## config.mk

```make
export PLATFORM = sky130hd
export DESIGN_NAME = sa2_host
export DESIGN_NICKNAME = d
export VERILOG_FILES = /design/src/rtl/sa2_host.sv
export SDC_FILE = /design/constraint.sdc
export NUM_CORES = 1
export LEC_CHECK = 0
export ABC_AREA = 1
export BUFFER_PORTS_ARGS = -buffer_cell sky130_fd_sc_hd__buf_2
export CAP_MARGIN = 5
export CORE_ASPECT_RATIO = 1.2
export CORE_MARGIN = 2
export CORE_UTILIZATION = 45
export CTS_BUF_LIST = sky130_fd_sc_hd__clkbuf_16
export CTS_CLUSTER_SIZE = 28
export DETAILED_ROUTE_END_ITERATION = 12
export PLACE_DENSITY = 0.7
export SETUP_SLACK_MARGIN = 0.1
export SYNTH_ARGS = -nofsm -noshare
export SYNTH_HDL_FRONTEND = slang
export SYNTH_SLANG_ARGS = --single-unit
```

## constraint.sdc

```tcl
create_clock -name clk -period 2.2 [get_ports clk]
set_input_delay 0.11 -clock clk [delete_from_list [all_inputs] [get_ports clk]]
set_output_delay 0.11 -clock clk [all_outputs]
set_load 0.01 [all_outputs]
```

## src/rtl/sa2_host.sv

```systemverilog
// Host-side driver for the 2x2 systolic convolution array: loads 16 data and 9 filter bytes,
// clears and runs the array, captures c11..c22 and streams them out over valid/ready.
module sa2_host #(
  parameter int unsigned TIMEOUT = 64
) (
  input  logic       clk,
  input  logic       rst_n,
  input  logic       in_valid,
  output logic       in_ready,
  input  logic [7:0] in_data,
  output logic       out_valid,
  input  logic       out_ready,
  output logic [7:0] out_data,
  output logic       out_last,
  output logic       err,
  output logic       sa_clr,
  output logic       active_sa2,
  input  logic       done_sa2,
  output logic [7:0] a11, a12, a13, a14,
  output logic [7:0] a21, a22, a23, a24,
  output logic [7:0] a31, a32, a33, a34,
  output logic [7:0] a41, a42, a43, a44,
  output logic [7:0] b11, b12, b13,
  output logic [7:0] b21, b22, b23,
  output logic [7:0] b31, b32, b33,
  input  logic [7:0] c11, c12, c21, c22
);

  typedef enum logic [1:0] {StLoad, StClr, StRun, StDrain} state_e;

  localparam logic [7:0] RunLast = 8'(TIMEOUT - 1);

  state_e     state_q, state_d;
  logic [4:0] ld_cnt_q, ld_cnt_d;
  logic [7:0] run_cnt_q, run_cnt_d;
  logic [1:0] rd_idx_q, rd_idx_d;
  logic       sa_clr_q, sa_clr_d;
  logic       active_q, active_d;
  logic       err_q, err_d;
  logic       ld_we, capture;
  logic [4:0] b_idx;
  logic [7:0] a_q [16];
  logic [7:0] b_q [9];
  logic [7:0] res_q [4];

  assign b_idx = ld_cnt_q - 5'd16;

  always_comb begin
    state_d   = state_q;
    ld_cnt_d  = ld_cnt_q;
    run_cnt_d = run_cnt_q;
    rd_idx_d  = rd_idx_q;
    sa_clr_d  = 1'b0;
    active_d  = 1'b0;
    err_d     = 1'b0;
    ld_we     = 1'b0;
    capture   = 1'b0;
    unique case (state_q)
      StLoad: begin
        if (in_valid) begin
          ld_we = 1'b1;
          if (ld_cnt_q == 5'd24) begin
            ld_cnt_d = 5'd0;
            state_d  = StClr;
            sa_clr_d = 1'b1;
          end else begin
            ld_cnt_d = ld_cnt_q + 5'd1;
          end
        end
      end
      StClr: begin
        state_d   = StRun;
        active_d  = 1'b1;
        run_cnt_d = 8'd0;
      end
      StRun: begin
        // Completion takes priority over a coincident timeout.
        if (done_sa2) begin
          capture = 1'b1;
          state_d = StDrain;
        end else if (run_cnt_q == RunLast) begin
          err_d   = 1'b1;
          state_d = StLoad;
        end else begin
          active_d  = 1'b1;
          run_cnt_d = run_cnt_q + 8'd1;
        end
      end
      StDrain: begin
        if (out_ready) begin
          if (rd_idx_q == 2'd3) begin
            rd_idx_d = 2'd0;
            state_d  = StLoad;
          end else begin
            rd_idx_d = rd_idx_q + 2'd1;
          end
        end
      end
      default: state_d = StLoad;
    endcase
  end

  always_ff @(posedge clk or negedge rst_n) begin
    if (!rst_n) begin
      state_q   <= StLoad;
      ld_cnt_q  <= 5'd0;
      run_cnt_q <= 8'd0;
      rd_idx_q  <= 2'd0;
      sa_clr_q  <= 1'b0;
      active_q  <= 1'b0;
      err_q     <= 1'b0;
      for (int i = 0; i < 16; i++) a_q[i] <= 8'h00;
      for (int i = 0; i < 9; i++) b_q[i] <= 8'h00;
      for (int i = 0; i < 4; i++) res_q[i] <= 8'h00;
    end else begin
      state_q   <= state_d;
      ld_cnt_q  <= ld_cnt_d;
      run_cnt_q <= run_cnt_d;
      rd_idx_q  <= rd_idx_d;
      sa_clr_q  <= sa_clr_d;
      active_q  <= active_d;
      err_q     <= err_d;
      if (ld_we) begin
        if (ld_cnt_q < 5'd16) a_q[ld_cnt_q[3:0]] <= in_data;
        else                  b_q[b_idx[3:0]]    <= in_data;
      end
      if (capture) begin
        res_q[0] <= c11;
        res_q[1] <= c12;
        res_q[2] <= c21;
        res_q[3] <= c22;
      end
    end
  end

  assign in_ready   = (state_q == StLoad);
  assign out_valid  = (state_q == StDrain);
  assign out_last   = (state_q == StDrain) && (rd_idx_q == 2'd3);
  assign out_data   = (state_q == StDrain) ? res_q[rd_idx_q] : 8'h00;
  assign err        = err_q;
  assign sa_clr     = sa_clr_q;
  assign active_sa2 = active_q;

  assign a11 = a_q[0];  assign a12 = a_q[1];  assign a13 = a_q[2];  assign a14 = a_q[3];
  assign a21 = a_q[4];  assign a22 = a_q[5];  assign a23 = a_q[6];  assign a24 = a_q[7];
  assign a31 = a_q[8];  assign a32 = a_q[9];  assign a33 = a_q[10]; assign a34 = a_q[11];
  assign a41 = a_q[12]; assign a42 = a_q[13]; assign a43 = a_q[14]; assign a44 = a_q[15];
  assign b11 = b_q[0];  assign b12 = b_q[1];  assign b13 = b_q[2];
  assign b21 = b_q[3];  assign b22 = b_q[4];  assign b23 = b_q[5];
  assign b31 = b_q[6];  assign b32 = b_q[7];  assign b33 = b_q[8];

endmodule

```

After elaboration in Yosys (flattened, before gate mapping)
Index checks and enable logic that the tools add are counted.
{"block": "totals", "reg_bits": 252, "input_bits": 45, "out_inout_bits": 214, "wordCells": 109}
{"block": "op_classes", "n_addsub": 4, "n_lt_le_gt_ge": 6, "eq_ne": 13, "n_mux": 35, "n_bitwise": 4, "n_reduce_logical": 11}
{"cell": "128-bit bitwise mux", "count": 1}
{"cell": "72-bit bitwise mux", "count": 1}
{"cell": "8-bit demux with 4-bit select", "count": 2}
{"cell": "8-bit 2-to-1 mux", "count": 7}
{"cell": "8-bit binary-select mux with 2-bit select", "count": 1}
{"cell": "8-bit one-hot mux with 2 select lines", "count": 1}
{"cell": "2-bit 2-to-1 mux", "count": 7}
{"cell": "1-bit 2-to-1 mux", "count": 12}
{"cell": "5-bit >= comparator (second input constant)", "count": 2}
{"cell": "5-bit by 1-bit less-than comparator with 1-bit output (second input constant)", "count": 2}
{"cell": "4-bit inverter with 5-bit output", "count": 2}
{"cell": "8-bit by 1-bit adder with 8-bit output (second input constant)", "count": 1}
{"cell": "8-bit by 6-bit == test with 1-bit output (second input constant)", "count": 1}
{"cell": "2-bit one-hot mux with 4 select lines", "count": 1}
{"cell": "2-bit AND reduction", "count": 4}
{"cell": "2-bit == test (second input constant)", "count": 3}
{"cell": "2-bit by 1-bit inequality test with 1-bit output (second input constant)", "count": 3}
{"cell": "2-bit inequality test (second input constant)", "count": 3}
{"cell": "5-bit by 1-bit adder with 5-bit output (second input constant)", "count": 1}
{"cell": "5-bit == test (second input constant)", "count": 1}
{"cell": "5-bit less-than comparator (second input constant)", "count": 1}
{"cell": "5-bit 2-to-1 mux", "count": 1}
{"cell": "5-bit AND reduction", "count": 1}
{"cell": "4-bit by 1-bit subtractor with 4-bit output (second input constant)", "count": 1}
{"cell": "other kinds (11)", "count": 13}

Longest topological paths before layout
{"block": "depth", "depth_word": 7, "ltp_mapped": 9, "ltp_nobuf": 9}

Worst setup path after synthesis
No wires, ideal clock.
{"block": "synth_path", "path_kind": "register to register", "start": "reg state_q[1]", "end": "reg a_q, in the netlist a41[5]", "setup_time_ns": 0.138, "arrival_time_ns": 1.640, "path_slack_ns": 0.422, "stages_incl_launch_ff": 10, "period_less_slack_ns": 1.778, "path_cell_list": "dfrtp_1 > inv_1 > ha_1 > nand2_2 > nor2_4 > buf_12 > nand3_4 > buf_6 > nand2_1 > o21ai_0"}
{"block": "synth_between", "elab_chain_len": 3}
{"item": "from (decl)", "line": "33", "source": "state_e state_q, state_d;"}
{"item": "from (signal assigned)", "line": "105", "source": "state_q <= StLoad;"}
{"item": "from (signal assigned)", "line": "116", "source": "state_q <= state_d;"}
{"item": "2-bit zero test"}
{"item": "via in_ready", "line": "9", "source": "output logic in_ready,"}
{"item": "1-bit 2-to-1 mux", "line": "58", "source": "unique case (state_q)"}
{"item": "2-bit AND reduction (no source line)"}
{"item": "to (signal, indexed assignment)", "line": "124", "source": "if (ld_cnt_q < 5'd16) a_q[ld_cnt_q[3:0]] <= in_data;"}
{"item": "to (decl)", "line": "42", "source": "logic [7:0] a_q [16];"}
The timed path passes the listed nets, and every way through them passes these cells.
A chain may end at the register's enable or synchronous reset.

Final worst setup path
{"block": "layout_path", "start": "reg rd_idx_q[0]", "end": "out out_data[2]"}
{"block": "layout_between", "elab_chain_len": 5}
{"item": "from (decl)", "line": "36", "source": "logic [1:0] rd_idx_q, rd_idx_d;"}
{"item": "from (signal assigned)", "line": "119", "source": "rd_idx_q <= rd_idx_d;"}
{"item": "2-bit inverter with 3-bit output (not written as such)", "line": "139", "source": "assign out_data = (state_q == StDrain) ? res_q[rd_idx_q] : 8'h00;"}
{"item": "8-bit binary-select mux with 2-bit select", "line": "139"}
{"item": "8-bit 2-to-1 mux (not written as such) (2 in a row)", "line": "139"}
{"item": "8-bit 2-to-1 mux", "line": "139"}
{"item": "to (decl)", "line": "13", "source": "output logic [7:0] out_data,"}
Every way passes these cells. The select of a mux whose other input is x is not followed.

==> results by group <==
Worst setup path
  – Crit path largest cell delay: roughly 0.35 ns
  – CP Capture Type: output port
  – CP arrival: 1.84 ns
  – R2r setup slk: 0.27 ns
  – Crit path max-delay family: buffers and inverters
  – Crit-path cells: buf_4 > nor2_1 > nor2_1 > o21ai_0 > a21oi_1 > buf_2
  – Slowest CP cell: dfrtp_1
  – Most frequent CP cell: nor2_1
  – Worst setup SP type: register
  – Critical path type: register to output port
  – Bufs and invs on worst path: 2
  – Worst-path maximum fanout: 18
  – Data required, critical path: about 2.1 ns

Place
  – Post-DP HPWL: ~18,000 microns
  – Post-DP Area: 11,700 sq um
  – Gpl congestion: 0.788
  – Port buffer count: 258

STA
  – Fin crit share: 0.887
  – Achievable Freq: 512 MHz
  – RSZ-0062 raised after global routing: yes
  – Final setup viols: 0
  – Clk_skew: 0.0225 ns
  – Fin crit period: slightly below 2 ns
  – Max-slew violations: 0
  – Final Hold Viols: 0
  – Relative slew margins: 0.584
  – Total negative slack: 0 ns
  – Slew @ Worst Pin: 0.624 ns

Synth
  – Compound-Gate Fraction of Synth Area: 0.119
  – Combinational family with the most area after synthesis: simple AND/OR/NAND/NOR gates
  – Post-Synth Simple-Gate Area: 0.156
  – Post-synth top area share: 0.623
  – Adder-Cell Fraction of Synth Area: 0.0124
  – Synth top area cells: dfrtp_1, o21ai_0, nand2_1
  – Mapped Area: 10,100 sq um
  – Sequential area share after synthesis: 0.623
  – Biggest area consumer among synthesized cells: dfrtp_1
  – Ys async rst share: 1.00
  – Synthesis warning total: 0
  – Gate Count Post-Synth: 974
  – Mux cell area share after synthesis: 0.0356
  – Avg Inst Size Synth: 10.4 sq um
  – Synth Area in XOR/XNOR: 0.00259
  – Syn_nets: roughly 1,000
  – Yosys reg bits: 252
  – Post-synthesis cell type count: 31
  – Number of synthesized flops with an enable pin: 0
  – Ys flop type: dfrtp_1

GRT
  – First-pass GRT wire length: 44,700 microns
  – GR Overflow Total: 0
  – Largest net degree at the start of global routing: 75
  – Vias in the first global route: 8,034
  – Initial antenna violation count: 1
  – Total GRT Usage: 0.238

Cells and area
  – Final Instance Area: 12,900 sq um
  – Ant diodes: 0
  – Max reg flops: 32
  – Layout filler cell count: 1,926
  – P&R area growth vs syn: 27.5%
  – Reg with most FFs: res_q
  – # nets final: roughly 1,300
  – Commonest non-fill, non-tap cells in the layout: buf_2, dfrtp_1, nand2_1, o21ai_0, nor2_1
  – Commonest non-fill, non-tap cell in the layout: buf_2
  – Layout cells sized above 1: 0.309

Clock network
  – Clock sink count: 252
  – CTS Buf Count: 25
  – Clock Pin Slew Worst Setup and Hold Paths: 0.06 ns
  – Skew-Pair Late Insertion Delay: 0.53 ns
  – Max clock buf depth: 3
  – H-tree lvl count: 1
  – CTS tree: built
  – CTS Root Buffer Type: clkbuf_16

Route
  – Routed length per instance: 18.0 microns
  – Drt first pass iters: 5
  – Routed vias/inst: 5.13
  – # DRC: 0
  – Vias: 8,065
  – Initial DRC count: 370
  – Routed WL: 28,200 microns
  – Post-DRT Antenna Nets: 0

Floorplanning
  – Chip height: 168 microns
  – Cell row count: 60
  – IO Pins: 259
  – Core Footprint: approximately 22,000 sq um
  – Die area: 23,700 sq um
  – Die X: 141 microns
  – Starting density of the core: 0.454

Power
  – Switch share: 0.358
  – Clk pwr share: 0.247
  – Seq pwr share: 0.419
  – PD cells: 1380 nW/um^2
  – Max VDD drop: 0.779 mV
  – P_int: roughly 0.011 W
  – Leakage power: 6.68 nW
  – Switch Pwr: 0.00640 W
  – Combinational share of power: 0.334

Status
  – Outcome: finished, final reports clean

Hold path
  – Hold Crit Class: input port to register

Flow run
  – Max Cap Viol: 0
-- per-layer routing --
| layer | routed length [microns] | GRT usage | share of wire | vias to the layer above |
|---|---|---|---|---|
| li1 | - | - | - | 3804 |
| met1 | 11600 | 0.304 | 0.41 | 3897 |
| met2 | 13400 | 0.393 | 0.47 | 293 |
| met3 | 2180 | 0.0648 | 0.077 | 69 |
| met4 | 992 | 0.0826 | 0.035 | 2 |
| met5 | 13 | 0 | 0.00046 | - |
-- timing repair --
item	CTS	global route
buffers inserted	0	1
hold endpoints to repair	108	0
hold buffers	36	0
pin swaps	0	1
resized for setup	1	6
gates cloned	0	0
endpoints found under the setup margin	7	64
-- kinds of logic after synthesis --
group                    Yosys count
multiplexers                      32
XOR/XNOR                           3
AND/OR/NAND/NOR                  352
flip-flops                       252
buffers and inverters             89
AO/OA/AOI/OAI                    236
adder cells (fa/ha/maj)           10
-- cell usage after synthesis (10+ instances only) --
| library cell | instances |
|---|---|
| nand2_1 | 219 |
| mux2_2 | 32 |
| buf_2 | 10 |
| o21ai_1 | 17 |
| o21ai_0 | 181 |
| dfrtp_1 | 252 |
| inv_1 | 29 |
| nor2_1 | 76 |
| clkbuf_1 | 19 |
| ha_1 | 10 |
| nand2_2 | 10 |
| nand3_1 | 22 |
| buf_6 | 21 |
| a21oi_1 | 30 |
-- final cells by class --
| type | count | area [sq um] | area share |
|---|---|---|---|
| clock buffer | 25 | 626 | 0.0484 |
| clock inverter | 20 | 216 | 0.0168 |
| inverter | 38 | 148 | 0.0114 |
| multi-input combinational | 633 | 3320 | 0.257 |
| sequential | 252 | 6310 | 0.488 |
| tap | 279 | 349 | 0.0270 |
| timing repair buffer | 325 | 1940 | 0.151 |
-- through the flow --
| step | hold slack [ns] | std cells | total power (W) | util | setup WS, ns |
|---|---|---|---|---|---|
| floorplan | -0.186 | 974 | 0.0108 | - | 0.422 |
| global placement | 0.151 | 1490 | 0.0132 | 0.523 | 0.305 |
| detailed placement | 0.153 | 1490 | 0.0134 | 0.523 | 0.156 |
| CTS | 0.0479 | 1571 | 0.0179 | 0.577 | 0.126 |
| global route | 0.0839 | 1572 | 0.0190 | 0.579 | 0.0360 |
| finish | 0.0639 | 1572 | 0.0179 | 0.579 | 0.248 |
-- power by group through the flow --
stage	Clock (W)	Combinational [W]	Sequential [W]
global route	0.00467	0.00666	0.00771
CTS	0.00448	0.00594	0.00746
finish	0.00441	0.00597	0.00749
detailed placement	0	0.00588	0.00749
global placement	0	0.00573	0.00743
floorplan	0	0.00273	0.00802
-- tightest hold or removal path: stages --
cell and delay [ns]:
buf_2 0.11, nand3_1 0.08, nand2_1 0.09, nand4_1 0.09, nand2_1 0.06
-- final timing paths --
check | endpoint | depth (start not counted) | from
min reg2reg | a41[4] | 2 | a41[4]
max reg2reg | a44[5] | 8 | state_q[1]
max | out_data[2] | 6 | rd_idx_q[0]
min | state_q[1] | 5 | in_valid
max in group asynchronous | b13[4] | 3 | rst_n
min in group asynchronous | a32[2] | 2 | rst_n
(Power assumes the default switching activity.)
